## src/rtl/adc_mon_pkg.sv

```systemverilog
// Shared types and defaults for the ADC temperature monitor.
// Channel 17 carries the on-die temperature sensor.
package adc_mon_pkg;

    typedef enum logic [1:0] {
        INIT = 2'd0,
        COLD = 2'd1,
        HOT  = 2'd2
    } mon_state_t;

    localparam int ADC_W         = 12;
    localparam int ADC_CH_W      = 5;
    localparam int TSD_CHANNEL   = 17;
    localparam int THRESH_HI_DEF = 3643;
    localparam int THRESH_LO_DEF = 3600;

endpackage

```

## src/rtl/adc_block_avg.sv

```systemverilog
// Picks one channel out of the ADC response stream and emits the truncated
// mean of every block of 2^AVG_LOG2 accepted samples.
module adc_block_avg
    import adc_mon_pkg::*;
#(
    parameter int DATA_W   = ADC_W,
    parameter int CH_W     = ADC_CH_W,
    parameter int CHANNEL  = TSD_CHANNEL,
    parameter int AVG_LOG2 = 3
) (
    input  logic              clk_in,
    input  logic              rst,
    input  logic              in_valid,
    input  logic [CH_W-1:0]   in_channel,
    input  logic [DATA_W-1:0] in_data,
    input  logic              clear,
    output logic              avg_valid,
    output logic [DATA_W-1:0] avg_data
);

    // Wide enough for a full block of max-scale samples, so no overflow.
    localparam int ACC_W = DATA_W + AVG_LOG2;
    localparam logic [CH_W-1:0]     CH_SEL   = CH_W'(CHANNEL);
    localparam logic [AVG_LOG2-1:0] IDX_LAST = '1;

    logic [ACC_W-1:0]    acc_reg;
    logic [ACC_W-1:0]    acc_sum;
    logic [AVG_LOG2-1:0] idx_reg;
    logic                avg_valid_reg;
    logic [DATA_W-1:0]   avg_data_reg;
    logic                accept;

    assign accept  = in_valid && (in_channel == CH_SEL);
    assign acc_sum = acc_reg + ACC_W'(in_data);

    always_ff @(posedge clk_in or negedge rst) begin
        if (!rst) begin
            acc_reg       <= '0;
            idx_reg       <= '0;
            avg_valid_reg <= 1'b0;
            avg_data_reg  <= '0;
        end else begin
            avg_valid_reg <= 1'b0;
            if (clear) begin
                // avg_data deliberately keeps the last completed average.
                acc_reg <= '0;
                idx_reg <= '0;
            end else if (accept) begin
                if (idx_reg == IDX_LAST) begin
                    avg_data_reg  <= acc_sum[ACC_W-1:AVG_LOG2];
                    avg_valid_reg <= 1'b1;
                    acc_reg       <= '0;
                    idx_reg       <= '0;
                end else begin
                    acc_reg <= acc_sum;
                    idx_reg <= idx_reg + 1'b1;
                end
            end
        end
    end

    assign avg_valid = avg_valid_reg;
    assign avg_data  = avg_data_reg;

endmodule

```

## src/rtl/adc_temp_monitor.sv

```systemverilog
// Filtered over-temperature detector: block average of one ADC channel fed
// through a hysteresis comparator, with a saturating count of COLD->HOT events.
module adc_temp_monitor
    import adc_mon_pkg::*;
#(
    parameter int DATA_W    = ADC_W,
    parameter int CH_W      = ADC_CH_W,
    parameter int CHANNEL   = TSD_CHANNEL,
    parameter int AVG_LOG2  = 3,
    parameter int THRESH_HI = THRESH_HI_DEF,
    parameter int THRESH_LO = THRESH_LO_DEF,
    parameter int CNT_W     = 8
) (
    input  logic              clk_in,
    input  logic              rst,
    input  logic              in_valid,
    input  logic [CH_W-1:0]   in_channel,
    input  logic [DATA_W-1:0] in_data,
    input  logic              clear,
    output logic              avg_valid,
    output logic [DATA_W-1:0] avg_data,
    output logic              hot,
    output logic              hot_rise,
    output logic [CNT_W-1:0]  event_count
);

    localparam logic [DATA_W-1:0] HI_V = DATA_W'(THRESH_HI);
    localparam logic [DATA_W-1:0] LO_V = DATA_W'(THRESH_LO);

    mon_state_t       state_reg, state_next;
    logic             rise_reg, rise_next;
    logic [CNT_W-1:0] count_reg, count_next;
    logic             above_hi, below_lo;

    adc_block_avg #(
        .DATA_W   (DATA_W),
        .CH_W     (CH_W),
        .CHANNEL  (CHANNEL),
        .AVG_LOG2 (AVG_LOG2)
    ) u_avg (
        .clk_in     (clk_in),
        .rst        (rst),
        .in_valid   (in_valid),
        .in_channel (in_channel),
        .in_data    (in_data),
        .clear      (clear),
        .avg_valid  (avg_valid),
        .avg_data   (avg_data)
    );

    assign above_hi = avg_data > HI_V;
    assign below_lo = avg_data < LO_V;

    always_ff @(posedge clk_in or negedge rst) begin
        if (!rst) begin
            state_reg <= INIT;
            rise_reg  <= 1'b0;
            count_reg <= '0;
        end else begin
            state_reg <= state_next;
            rise_reg  <= rise_next;
            count_reg <= count_next;
        end
    end

    always_comb begin
        state_next = state_reg;
        rise_next  = 1'b0;
        count_next = count_reg;
        if (clear) begin
            state_next = INIT;
            count_next = '0;
        end else if (avg_valid) begin
            case (state_reg)
                // Starting hot is not an event: there was no cold reading to leave.
                INIT: state_next = above_hi ? HOT : COLD;
                COLD: begin
                    if (above_hi) begin
                        state_next = HOT;
                        rise_next  = 1'b1;
                        if (count_reg != '1) count_next = count_reg + 1'b1;
                    end
                end
                HOT: begin
                    if (below_lo) state_next = COLD;
                end
                default: state_next = INIT;
            endcase
        end
    end

    assign hot         = (state_reg == HOT);
    assign hot_rise    = rise_reg;
    assign event_count = count_reg;

endmodule
```

## config.mk

```make
export PLATFORM = sky130hd
export DESIGN_NAME = adc_temp_monitor
export DESIGN_NICKNAME = d
export VERILOG_FILES = /design/src/rtl/adc_mon_pkg.sv /design/src/rtl/adc_block_avg.sv /design/src/rtl/adc_temp_monitor.sv
export SDC_FILE = /design/constraint.sdc
export NUM_CORES = 1
export LEC_CHECK = 0
export BUFFER_PORTS_ARGS = -buffer_cell sky130_fd_sc_hd__clkbuf_2
export CORE_MARGIN = 2
export CORE_UTILIZATION = 35
export DETAILED_ROUTE_END_ITERATION = 6
export PLACE_DENSITY = 0.51
export SYNTH_ARGS = -nofsm -noshare
export SYNTH_HDL_FRONTEND = slang
export SYNTH_SLANG_ARGS = --single-unit
export TNS_END_PERCENT = 30
```

## constraint.sdc

```tcl
create_clock -name clk_in -period 3.3 [get_ports clk_in]
set_input_delay 0.66 -clock clk_in [delete_from_list [all_inputs] [get_ports clk_in]]
set_output_delay 0.66 -clock clk_in [all_outputs]
set_load 0.03 [all_outputs]
```

==> qor.yml, run 1 <==
logic_synthesis:
  synth_cell_type_count: 48
  mappedNetlistArea_um2: 2480
  yosysSeqAreaShare_pct: 42.3
  ys.flop_type: "dfrtp_1"
  yosys_warnings: 0
  synth_cells: 247
  synth_edf_count: 0
  async_flop_share_pct: 100
  synth_nets: 284
  synth_area_per_cell_um2: 10.1
  synth_seq_cells: 42
drt:
  drc: 0
  dr.pass1.iters: 6
  wl_met1_um: 2950
  wl_per_cell_um: 14.7
  met3_length_um: 279
  drtIter0Drc: 82
  drt_wl_total_um: 5780
  route.met2.wl_um: 2480
  top_layer: "met4"
  vias: 2017
  ant_nets: 0
  post_drt_via_cell_ratio: 5.13
setup_path:
  slowest_stage: "a221oi_1"
  r2r_slack_ns: 1.05
  cp_cell_sequence: "clkbuf_2 -> ha_1 -> inv_1 -> fa_1 -> nand2b_1 -> a21oi_1 -> o211ai_1 -> a221oi_1 -> o32ai_1"
  crit_family: "compound AO/OA/AOI/OAI gates"
  r2r-end: "u_avg.acc_reg[12]"
  worst-path-buf-inv: 2
  crit_path_start: "in_data[0]"
  r2r_cells: 8
  required_ns: 3.48
  r2r_start: "u_avg.acc_reg[0]"
  crit_end: "u_avg.acc_reg[12]"
  arrival_ns: 2.49
  critical_path_class: "in -> reg"
  cp_num_cells: 9
  cp-end-kind: "flop"
  max_stage_delay_ns: 0.41
  start_kind: "input pin"
  crit_fanout: 3
clock_network:
  post_cts.repair.setup_buffers: 0
  cts.sink_count: 42
  cts_made_buffers: 5
  holdBufCountCts: 0
  root_buffer: "clkbuf_8"
  cts.clk_slew.worst_paths_ns: 0.09
  cts_tree: "yes"
  clock_latency_ns: 0.31
  h-tree-depth: 2
  post_cts_resized: 0
  cts.path.max_buffers: 2
layout:
  antenna_cells: 0
  finalNetCount: 333
  stdcell_area_um2: 2910
  drive_above_1_share_pct: 23.2
  area_growth_pct: 17.2
  final_cells: 393
  mostFrequentLayoutCells: "clkbuf_2 (43), dfrtp_1 (42), a21oi_1 (22)"
  largest_register_ff_count: 15
  post-route-util_pct: 42.6
  final_common_cell: "clkbuf_2"
sta:
  fmax_mhz: 432
  skew_ns: 0.00887
  setup_viol: 0
  whs_ns: 0.399
  hold_violations: 0
  tns_ns: 0
  max_slew.worst_pin.slew_ns: 0.737
  rsz0062_at_grt: "false"
  final_max_slew_viol_count: 0
  slew_headroom_pct: 50.9
  period_needed_ns: 2.31
  worst_slack_ns: 0.987
  timing.final.crit_share_pct: 70.1
hold_path:
  hold_path.class: "in -> async"
power_and_ir_drop:
  powerDensity_nw_per_um2: 323
  power_mw: 0.940
  p_leak_nw: 1.44
  ir_drop_mv: 0.135
flow_run:
  maxCapViolCount: 0
floorplan:
  fp.dieW_um: 88.2
  coreArea_um2: 6830
  die-area_um2: 7780
  ios: 44
  rows: 30
  initial_core_util_pct: 36.3
  die_y_um: 88.2
global_routing:
  grt_pass1_vias: 1867
  grt_overflow: 0
  antenna_found_initial: 0
  grt_start_max_net_pins: 27
  grt.total_usage_pct: 15.6
  grt_pass1_wl_um: 9360
placement:
  place.detailed.hpwl_um: 4300
  placed_cell_area_um2: 2820
  dp.cells: 385
  post-place-ws_ns: 0.680
  place_congestion: 0.822
  port-buffer-count: 43
run_status:
  status: "complete, no violations"
[cell type report]
cell class | count | area [um2]
clock inverter | 3 | 21.3
clock buffer | 5 | 68.8
multi-input combinational | 191 | 1370
sequential | 42 | 1050
inverter | 9 | 33.8
fill | 700 | 3920
timing repair buffer | 47 | 245
tap | 96 | 120
[worst register-to-register path: stages (launching register included)]
cell,delay (ns)
dfrtp_1,0.36
ha_1,0.17
inv_1,0.05
fa_1,0.40
nand2b_1,0.19
a21oi_1,0.24
o211ai_1,0.16
a221oi_1,0.41
o32ai_1,0.15
[cells by family after synthesis]
family / Yosys count / synth area share (%)
xor+xnor: 17 / 6.00
fa+ha+maj: 16 / 8.37
buf+inv: 14 / 2.47
simple gates: 80 / 17.8
mux: 11 / 4.79
flops: 42 / 42.3
compound gates: 67 / 18.2
[cell usage after synthesis (all sizes together), types with 5 or more instances]
master / number / share of area (%)
a21oi: 22 / 4.4
a22o: 8 / 2.8
dfrtp: 42 / 42
ha: 15 / 7.6
inv: 9 / 1.4
mux2: 7 / 3.2
nand2: 20 / 3.0
nand2b: 7 / 1.8
nand3: 9 / 2.3
nor2: 21 / 3.2
nor3: 5 / 1.2
o21ai: 14 / 3.0
xnor2: 10 / 3.5
xor2: 7 / 2.5
[worst min path at each step]
| stage | from | endpoint |
|---|---|---|
| finish | rst | u_avg.avg_data[7] |
| global placement | u_avg.acc_reg[8] | u_avg.acc_reg[8] |
| CTS | rst | u_avg.avg_data[7] |
| global route | rst | u_avg.avg_data[7] |
| detailed placement | u_avg.acc_reg[8] | u_avg.acc_reg[8] |
| floorplan | rst | event_count[0] |
[power by group]
part / internal (mW) / switching [mW] / leakage [nW]
clock: 0.149 / 0.198 / 0.0441
combinational: 0.0292 / 0.0481 / 0.811
sequential: 0.515 / 0.000808 / 0.587
total: 0.694 / 0.247 / 1.44
[routing by layer]
metal  GRT usage (%)  vias up
li1                -      995
met1            22.7      979
met2            23.2       37
met3            3.82        6
met4            4.55        0
met5               0        -
No activity file was read; power rests on OpenSTA's default activity.
==> run 2, diff against run 1 <==
==> constraint.sdc (replaced) <==
create_clock -name clk_in -period 2.3 [get_ports clk_in]
set_input_delay 0.46 -clock clk_in [delete_from_list [all_inputs] [get_ports clk_in]]
set_output_delay 0.46 -clock clk_in [all_outputs]
set_load 0.03 [all_outputs]
==> qor.yml, run 2 (synthesis gave the netlist of run 1 again) <==
layout:
  area_growth_pct: 22.3
  drive_above_1_share_pct: 26.9
  antenna_cells: 0
  final_common_cell: "clkbuf_2"
  finalNetCount: 344
  mostFrequentLayoutCells: "clkbuf_2 (43), dfrtp_1 (42), nor2_1 (21), a21oi_1 (21), nand2_1 (20)"
  stdcell_area_um2: 3040
  largest_register_ff_count: 15
placement:
  place.detailed.hpwl_um: 4480
  place_congestion: 0.820
  port-buffer-count: 43
  placed_cell_area_um2: 2900
  post-place-ws_ns: -0.0949
sta:
  timing.final.crit_share_pct: 93.6
  worst_slack_ns: 0.148
  max_slew.worst_pin.slew_ns: 0.544
  skew_ns: 0.00874
  setup_viol: 0
  hold_violations: 0
  slew_headroom_pct: 63.4
  fmax_mhz: 465
  rsz0062_at_grt: "false"
  final_max_slew_viol_count: 0
  period_needed_ns: 2.15
setup_path:
  cp_cell_sequence: "ha_1 -> inv_1 -> fa_1 -> nand2b_1 -> a21oi_2 -> o211ai_1 -> nand2_1 -> xor2_1 -> mux2_2"
  required_ns: 2.49
  max_stage_delay_ns: 0.38
  arrival_ns: 2.34
  critical_path_class: "reg -> reg"
  crit_fanout: 3
  cp-end-kind: "flop"
  slowest_stage: "fa_1"
  start_kind: "flop"
run_status:
  status: "complete, no violations"
global_routing:
  grt_pass1_wl_um: 9470
  grt_start_max_net_pins: 17
  grt.total_usage_pct: 16.0
  grt_pass1_vias: 1941
  grtUsageMet3_pct: 3.73
  antenna_found_initial: 0
  grt-busiest-layer: "met2"
  met2_usage_pct: 25.5
  grt_overflow: 0
  use_met1_pct: 21.7
drt:
  drt_wl_total_um: 5770
  ant_nets: 0
  drc: 0
  wl_per_cell_um: 14.3
  drtIter0Drc: 80
  post_drt_via_cell_ratio: 5.01
  dr.pass1.iters: 4
  vias: 2025
power_and_ir_drop:
  p_leak_nw: 1.51
  p_seq_share_pct: 51.1
  comb_power_share_pct: 8.0
  p_int_mw: 1.11
  p_sw_mw: 0.341
  sw_frac_of_total_pct: 23.5
  ir_drop_mv: 0.212
  powerDensity_nw_per_um2: 478
  p_clk_share_pct: 41.0
floorplan:
  die-area_um2: 7780
  coreArea_um2: 6830
  initial_core_util_pct: 36.3
  ios: 44
  fp.dieW_um: 88.2
  die_y_um: 88.2
  rows: 30
clock_network:
  root_buffer: "clkbuf_8"
  cts.sink_count: 42
  cts.path.max_buffers: 2
  cts_tree: "yes"
  cts_made_buffers: 5
  cts.clk_slew.worst_paths_ns: 0.08
  clock_latency_ns: 0.30
  h-tree-depth: 2
flow_run:
  maxCapViolCount: 0
hold_path:
  hold_path.class: "in -> async"
-- run 2: cell count changes in the layout (fill, tap and decap cells not counted), sizes merged --
cell,delta
buf,+11
bufinv,+1
clkbuf,+1
clkinv,-2
-- run 2: worst max-delay path: cells and delay by family (launching register included) --
kind	cells	cell delay, ns
AO/OA/AOI/OAI	2	0.38
AND/OR/NAND/NOR	2	0.33
adder cells (fa/ha/maj)	2	0.56
buffers and inverters	1	0.06
XOR/XNOR	1	0.08
flip-flops	1	0.37
multiplexers	1	0.26
-- run 2: metrics by stage --
| step | power, mW | setup TNS, ns | instances | utilization, % | hold WS (ns) |
|---|---|---|---|---|---|
| finish | 1.45 | 0 | 404 | 44.5 | 0.0545 |
| global route | 1.52 | 0 | 404 | 44.5 | 0.0689 |
| CTS | 1.48 | 0 | 404 | 44.1 | 0.0652 |
| detailed placement | 0.873 | -0.141 | 396 | 42.5 | 0.390 |
| global placement | 0.872 | -0.0857 | 396 | 42.5 | 0.385 |
| floorplan | 0.813 | 0 | 247 | - | 0.164 |
-- run 2: power by group through the flow --
stage                     clock [mW]  combinational [mW]  sequential [mW]
after floorplan                    0              0.0578            0.755
after global placement             0               0.117            0.755
after detailed placement           0               0.118            0.755
after CTS                      0.617               0.118            0.741
after global routing           0.641               0.133            0.741
final                          0.594               0.116            0.741
-- run 2: cell type report --
| type | instances | area, um2 |
|---|---|---|
| Fill cell | 725 | 3790 |
| Multi-Input combinational cell | 191 | 1390 |
| Clock buffer | 6 | 72.6 |
| Clock inverter | 2 | 37.5 |
| Sequential cell | 42 | 1050 |
| Inverter | 9 | 33.8 |
| Tap cell | 96 | 120 |
| Timing Repair Buffer | 58 | 328 |
-- run 2: path summary, 6_finish.rpt --
path	start	slack, ns	endpoint	depth (start not counted)
max in group asynchronous	rst	1.69	u_avg.acc_reg[0]	2
hold / removal	rst	0.05	u_avg.acc_reg[8]	1
setup reg to reg	u_avg.acc_reg[0]	0.15	u_avg.avg_data[7]	9
min in group clk_in	u_avg.acc_reg[8]	0.50	u_avg.acc_reg[8]	2
hold reg to reg	u_avg.acc_reg[8]	0.50	u_avg.acc_reg[8]	2
setup / recovery	u_avg.acc_reg[0]	0.15	u_avg.avg_data[7]	9
-- run 2: timing repair --
action | in CTS | in global routing
gates resized for setup | 0 | 5
hold endpoints to repair | 0 | 0
buffers inserted | 0 | 0
setup endpoints to repair | 0 | 8
hold buffers | 0 | 0
-- run 2: routing by layer --
layer,wire [um],share of wire (%)
met1,2770,48
met2,2670,46
met3,246,4.3
met4,88,1.5
met5,0,0
